--- config.mk ---
export PLATFORM = sky130hd
export DESIGN_NAME = cdc_strobe_arbiter_flat
export DESIGN_NICKNAME = d
export VERILOG_FILES = /design/src/rtl/cdc_strobe_arbiter_if.sv /design/src/rtl/cdc_strobe_arbiter.sv /design/src/flat_wrapper.sv
export SDC_FILE = /design/constraint.sdc
export NUM_CORES = 1
export LEC_CHECK = 0
export ABC_CLOCK_PERIOD_IN_PS = 5900
export CORE_MARGIN = 8
export CORE_UTILIZATION = 62
export CTS_CLUSTER_DIAMETER = 100
export DETAILED_ROUTE_END_ITERATION = 7
export GPL_TIMING_DRIVEN = 0
export HOLD_SLACK_MARGIN = 0.08
export PLACE_DENSITY = 0.85
export SYNTH_ARGS = -nofsm -noshare
export SYNTH_HDL_FRONTEND = slang
export SYNTH_SLANG_ARGS = --single-unit
--- constraint.sdc ---
create_clock -name source_clk -period 5.9 [get_ports source_clk]
set_input_delay 0.59 -clock source_clk [delete_from_list [all_inputs] [get_ports source_clk]]
set_output_delay 0.59 -clock source_clk [all_outputs]
set_load 0.01 [all_outputs]
--- src/rtl/cdc_strobe_arbiter_if.sv ---
// Bundle of requester-side and channel-side signals around cdc_strobe_arbiter.
// The master modport is the arbiter's view; slave is the view of whatever drives and observes it.
interface cdc_strobe_arbiter_if #(
    parameter int N_REQ = 4
);
    localparam int ID_W = $clog2(N_REQ);

    logic [N_REQ-1:0] req_strobe;
    logic [N_REQ-1:0] req_overflow;
    logic             source_strobe;
    logic             source_stall;
    logic [ID_W-1:0]  grant_id;
    logic             busy;
    logic             timeout_err;

    modport master (
        input  req_strobe,
        input  source_stall,
        output req_overflow,
        output source_strobe,
        output grant_id,
        output busy,
        output timeout_err
    );

    modport slave (
        output req_strobe,
        output source_stall,
        input  req_overflow,
        input  source_strobe,
        input  grant_id,
        input  busy,
        input  timeout_err
    );
endinterface

--- src/rtl/cdc_strobe_arbiter.sv ---
// Round-robin sharing of one single-strobe CDC handshake channel between N_REQ requesters.
// Defining ARB_TIMEOUT_EN adds a stall watchdog that sets timeout_err and frees the channel.
module cdc_strobe_arbiter #(
    parameter int N_REQ         = 4,
    parameter int CNT_W         = 3,
    parameter int STALL_TIMEOUT = 64
) (
    input  logic                 source_clk,
    input  logic                 source_reset_n,
    cdc_strobe_arbiter_if.master bus
);
    localparam int              ID_W    = $clog2(N_REQ);
    localparam logic [ID_W:0]   NREQ_V  = (ID_W + 1)'(N_REQ);
    localparam logic [ID_W-1:0] LAST_ID = ID_W'(N_REQ - 1);
    localparam logic [CNT_W-1:0] CNT_MAX = '1;

    typedef enum logic [1:0] {
        IDLE,
        ISSUE,
        WAIT_BUSY,
        WAIT_DONE
    } state_t;

    state_t           r_state;
    state_t           w_next_state;
    logic [N_REQ-1:0] w_nonzero;
    logic [N_REQ-1:0] w_dec;
    logic [N_REQ-1:0] w_ovf;
    logic [ID_W:0]    w_sum;
    logic             w_sel_valid;
    logic [ID_W-1:0]  w_sel_idx;
    logic             w_grant;
    logic             w_to_hit;
    logic [ID_W-1:0]  r_ptr;
    logic [ID_W-1:0]  r_grant_id;
    logic             r_source_strobe;

    // Scan offsets from the highest down so the smallest offset from the pointer wins.
    always_comb begin
        w_sel_valid = 1'b0;
        w_sel_idx   = '0;
        w_sum       = '0;
        for (int j = N_REQ - 1; j >= 0; j--) begin
            w_sum = {1'b0, r_ptr} + (ID_W + 1)'(j);
            if (w_sum >= NREQ_V) begin
                w_sum = w_sum - NREQ_V;
            end
            if (w_nonzero[w_sum[ID_W-1:0]]) begin
                w_sel_valid = 1'b1;
                w_sel_idx   = w_sum[ID_W-1:0];
            end
        end
    end

    assign w_grant = (r_state == IDLE) && w_sel_valid && !bus.source_stall;

    for (genvar gi = 0; gi < N_REQ; gi++) begin : g_req
        logic [CNT_W-1:0] r_cnt;
        logic             r_ovf;

        assign w_dec[gi]     = w_grant && (w_sel_idx == ID_W'(gi));
        assign w_nonzero[gi] = (r_cnt != '0);
        assign w_ovf[gi]     = r_ovf;

        // A strobe arriving together with this requester's grant leaves the count unchanged.
        always_ff @(posedge source_clk or negedge source_reset_n) begin
            if (!source_reset_n) begin
                r_cnt <= '0;
                r_ovf <= 1'b0;
            end else if (bus.req_strobe[gi] && !w_dec[gi]) begin
                if (r_cnt == CNT_MAX) begin
                    r_ovf <= 1'b1;
                end else begin
                    r_cnt <= r_cnt + 1'b1;
                end
            end else if (!bus.req_strobe[gi] && w_dec[gi]) begin
                r_cnt <= r_cnt - 1'b1;
            end
        end
    end

    always_ff @(posedge source_clk or negedge source_reset_n) begin
        if (!source_reset_n) begin
            r_ptr           <= '0;
            r_grant_id      <= '0;
            r_source_strobe <= 1'b0;
        end else begin
            r_source_strobe <= (r_state == ISSUE);
            if (w_grant) begin
                r_grant_id <= w_sel_idx;
                r_ptr      <= (w_sel_idx == LAST_ID) ? '0 : w_sel_idx + 1'b1;
            end
        end
    end

`ifdef ARB_TIMEOUT_EN
    localparam int              TO_W    = $clog2(STALL_TIMEOUT + 1);
    localparam logic [TO_W-1:0] TO_LAST = TO_W'(STALL_TIMEOUT - 1);

    logic [TO_W-1:0] r_to_cnt;
    logic            r_timeout_err;

    // Fires only on the last allowed wait cycle when the channel has made no progress.
    assign w_to_hit = (r_to_cnt == TO_LAST) &&
                      (((r_state == WAIT_BUSY) && !bus.source_stall) ||
                       ((r_state == WAIT_DONE) &&  bus.source_stall));

    always_ff @(posedge source_clk or negedge source_reset_n) begin
        if (!source_reset_n) begin
            r_to_cnt      <= '0;
            r_timeout_err <= 1'b0;
        end else begin
            if (r_state == ISSUE) begin
                r_to_cnt <= '0;
            end else if ((r_state == WAIT_BUSY) || (r_state == WAIT_DONE)) begin
                r_to_cnt <= r_to_cnt + 1'b1;
            end
            if (w_to_hit) begin
                r_timeout_err <= 1'b1;
            end
        end
    end

    assign bus.timeout_err = r_timeout_err;
`else
    assign w_to_hit        = 1'b0;
    assign bus.timeout_err = 1'b0;
`endif

    always_ff @(posedge source_clk or negedge source_reset_n) begin
        if (!source_reset_n) begin
            r_state <= IDLE;
        end else begin
            r_state <= w_next_state;
        end
    end

    always_comb begin
        w_next_state = r_state;
        case (r_state)
            IDLE: begin
                if (w_grant) begin
                    w_next_state = ISSUE;
                end
            end
            ISSUE: begin
                w_next_state = WAIT_BUSY;
            end
            WAIT_BUSY: begin
                if (bus.source_stall) begin
                    w_next_state = WAIT_DONE;
                end else if (w_to_hit) begin
                    w_next_state = IDLE;
                end
            end
            WAIT_DONE: begin
                if (!bus.source_stall || w_to_hit) begin
                    w_next_state = IDLE;
                end
            end
            default: begin
                w_next_state = IDLE;
            end
        endcase
    end

    assign bus.req_overflow  = w_ovf;
    assign bus.source_strobe = r_source_strobe;
    assign bus.grant_id      = r_grant_id;
    assign bus.busy          = (r_state != IDLE);
endmodule

--- src/flat_wrapper.sv ---
// flat-port wrapper written by rule: the top's interface ports become plain ports
module cdc_strobe_arbiter_flat 
#(
    parameter int N_REQ         = 4,
    parameter int CNT_W         = 3,
    parameter int STALL_TIMEOUT = 64
)
  (source_clk, source_reset_n, bus_req_strobe, bus_source_stall, bus_req_overflow, bus_source_strobe, bus_grant_id, bus_busy, bus_timeout_err);
  cdc_strobe_arbiter_if #(.N_REQ(N_REQ)) bus_i ();
  input  logic source_clk;
  input  logic source_reset_n;
  input wire logic [$bits(bus_i.req_strobe)-1:0] bus_req_strobe;
  input wire logic [$bits(bus_i.source_stall)-1:0] bus_source_stall;
  output wire logic [$bits(bus_i.req_overflow)-1:0] bus_req_overflow;
  output wire logic [$bits(bus_i.source_strobe)-1:0] bus_source_strobe;
  output wire logic [$bits(bus_i.grant_id)-1:0] bus_grant_id;
  output wire logic [$bits(bus_i.busy)-1:0] bus_busy;
  output wire logic [$bits(bus_i.timeout_err)-1:0] bus_timeout_err;
  assign bus_i.req_strobe = bus_req_strobe;
  assign bus_i.source_stall = bus_source_stall;
  assign bus_req_overflow = bus_i.req_overflow;
  assign bus_source_strobe = bus_i.source_strobe;
  assign bus_grant_id = bus_i.grant_id;
  assign bus_busy = bus_i.busy;
  assign bus_timeout_err = bus_i.timeout_err;
  cdc_strobe_arbiter #(.N_REQ(N_REQ), .CNT_W(CNT_W), .STALL_TIMEOUT(STALL_TIMEOUT)) u_core (.source_clk(source_clk), .source_reset_n(source_reset_n), .bus(bus_i));
endmodule
==> reports/qor.yml <==
synthMuxAreaShare: 0.0288
setup_viol: 0
netlist_instances: 196
synth.largest_area_cell: "dfrtp_1"
die_w_um: 70.9
critPathArrivalTime_ps: 4120
whs_endpoint: "u_core.g_req[1].r_ovf"
antenna_found_initial: 0
r2r_start: "u_core.g_req[0].r_cnt[1]"
timing.final.crit_share: 0.657
detail_route.vias_per_cell: 6.32
htree_levels: 1
grt_pass1_wl_mm: 6.84
num_rows: 20
cts_hold_buf: 0
synth_top_area_frac: 0.308
drtPass1Iterations: 6
post-route-min-period_ps: 3870
post_cts_buffers: 0
pwr_density_cell_mw_per_mm2: 487
drive_gt1_frac: 0.126
cp_cell_sequence: "clkbuf_1, or3_1, buf_2, a21o_1, a211oi_2, inv_1, ha_1, and3b_1, o41ai_4, nand2_1, fa_1, nor4b_1, a221oi_1, a211oi_1"
grt_pass1_vias: 1557
die-area_mm2: 0.00503
setup_ws_ps: 2030
report.final.slew_viol_count: 0
synth_edf_count: 0
overflow: 0
fp.dieH_um: 70.9
hp-class: "reg2reg"
syn-num-nets: 216
worst-r2r-cell-count: 14
cts.path.max_buffers: 2
final_common_cell: "dfrtp_1"
area_delta_synth_final_pct: 11.2
syn_area_per_cell_um2: 9.54
relSlewSlack: 0.284
synth-simple-area-share: 0.209
synth-xor-area-share: 0.0140
clock_sinks: 23
grt_max_degree: 24
track_usage: 0.161
drv_cap: 0
critPathRequiredTime_ps: 6140
synthAdderAreaFrac: 0.103
ctsResizeCount: 0
syn_area_mm2: 0.00187
finalHoldViolCount: 0
cp-end-kind: "flop"
clk_latency_ps: 330
synthArstFlopShare: 1.00
cp_num_cells: 14
cts_tree: "built"
min_from: "u_core.g_req[1].r_ovf"
synth_flop_cell: "dfrtp_1"
rsz0062_at_grt: "false"
slowest_stage: "fa_1"
reg2reg_to: "u_core.g_req[2].r_cnt[2]"
wirelength_mm: 3.91
placed_cells: 243
clk_pin_slew_ps: 140
cts_root_buf: "clkbuf_4"
synth_top_family_by_area: "compound AO/OA/AOI/OAI gates"
yosysSeqAreaShare: 0.308
crit_family: "simple AND/OR/NAND/NOR gates"
ios: 16
netlist_top_cells_area: "dfrtp_1 31%, ha_1 6.0%, o41ai_4 5.9%, fa_1 4.3%, nand2_1 3.2%"
final_cells: 247
gp_congestion: 0.805
drc: 0
yosys_register_bits: 23
crit_path_max_incr_delay_ps: 450
route.vias.total: 1562
wl_per_cell_um: 15.8
finClkSkew_ps: 3.79
coreArea_mm2: 0.00295
cts_buffers: 3
path_max_fanout: 9
hpwlAfterDp_mm: 2.83
hold_depth: 2
ys.warnings.count: 0
crit_type: "reg2reg"
worst_slew_pin_slew_ps: 1070
drtIter0Drc: 113
cp_num_buf_inv: 3
postRouteAntennaNets: 0
ys_types: 50
leakagePower_nw: 0.844
port_buffers: 14
reg2reg_slack_ps: 2030
final_nets: 235
dp_slack_ps: 2070
start_kind: "flop"
antenna_cells: 0
status: "finished clean"
setup_tns_ps: 0
layout_common_cells: "23 x dfrtp_1, 16 x nand2_1, 14 x clkdlybuf4s50_1"
ir_worst_vdd_mv: 0.285
max_freq_mhz: 258
fillCellCount: 226
synth_compound_area_frac: 0.260
initial_utilization: 0.633
## final cells by class
class                   count  area (um^2)  area share
multi-input cells         146         1150       0.554
clock inverters             1         5.00     0.00241
flip-flops and latches     23          576       0.277
plain buffers              19          113      0.0542
well taps                  33         41.3      0.0199
repair buffers             14          140      0.0674
inverters                   8         30.0      0.0144
clock buffers               3         22.5      0.0108
## worst max-delay path by stage
| stage | startpoint | to | slack, ps |
|---|---|---|---|
| after detailed placement | u_core.g_req[0].r_cnt[1] | u_core.g_req[2].r_cnt[2] | 2070 |
| final | u_core.g_req[0].r_cnt[1] | u_core.g_req[2].r_cnt[2] | 2030 |
| after global routing | u_core.g_req[0].r_cnt[1] | u_core.g_req[2].r_cnt[2] | 1740 |
| after floorplan | u_core.g_req[0].r_cnt[1] | u_core.g_req[2].r_cnt[2] | 2450 |
| after CTS | u_core.g_req[0].r_cnt[1] | u_core.g_req[2].r_cnt[2] | 2020 |
| after global placement | u_core.g_req[0].r_cnt[1] | u_core.g_req[2].r_cnt[2] | 2170 |
## metal layers
layer,global-route usage,share of wire,vias up
met3,0.0282,0.046,9
li1,-,-,763
met2,0.273,0.49,42
met5,0,0,-
met1,0.198,0.45,748
met4,0.0647,0.010,0
## registers in the layout, summed over array words and instances (netlist names)
signal                    flops
u_core.g_req.r_cnt           12
u_core.g_req.r_ovf            4
u_core.bus.source_strobe      1
u_core.r_state                2
u_core.bus.grant_id           2
u_core.r_ptr                  2
## where the power goes
part	total [W]	internal [W]	switching [W]	leakage, nW
registers	0.000310	0.000228	0.0000820	0.254
logic	0.000623	0.000288	0.000336	0.572
clock network	0.0000793	0.0000255	0.0000538	0.0177
total	0.00101	0.000542	0.000471	0.844
## per-stage QoR
| stage | power [W] | hold WS, ps | utilization | area (um^2) |
|---|---|---|---|---|
| 4_1_cts | 0.00101 | 498 | 0.704 | 2080 |
| 6_report | 0.00101 | 495 | 0.704 | 2080 |
| 5_1_grt | 0.00110 | 524 | 0.704 | 2080 |
| 3_5_place_dp | 0.000929 | 462 | 0.695 | 2050 |
| 3_3_place_gp | 0.000885 | 453 | 0.695 | 2050 |
| 2_1_floorplan | 0.000772 | 294 | - | 1870 |
## tightest hold or removal path, cell delays in order (launching register included)
cell and delay, ps:
dfrtp_1 380, inv_1 40, o31ai_1 50
## cell families after synthesis
| group | Yosys count |
|---|---|
| other cells | 1 |
| compound gates | 54 |
| mux | 5 |
| simple gates | 70 |
| flops | 23 |
| buf+inv | 27 |
| fa+ha+maj | 13 |
| xor+xnor | 3 |
## synthesized netlist by cell type, types with 5 or more instances
cell,n
o211ai_1,6
clkbuf_1,8
nor2_1,7
ha_1,9
a21oi_1,7
a211oi_1,5
nand3_1,6
dfrtp_1,23
buf_4,6
nor3_1,9
nand2_1,16
inv_1,8
(Power assumes the default switching activity.)
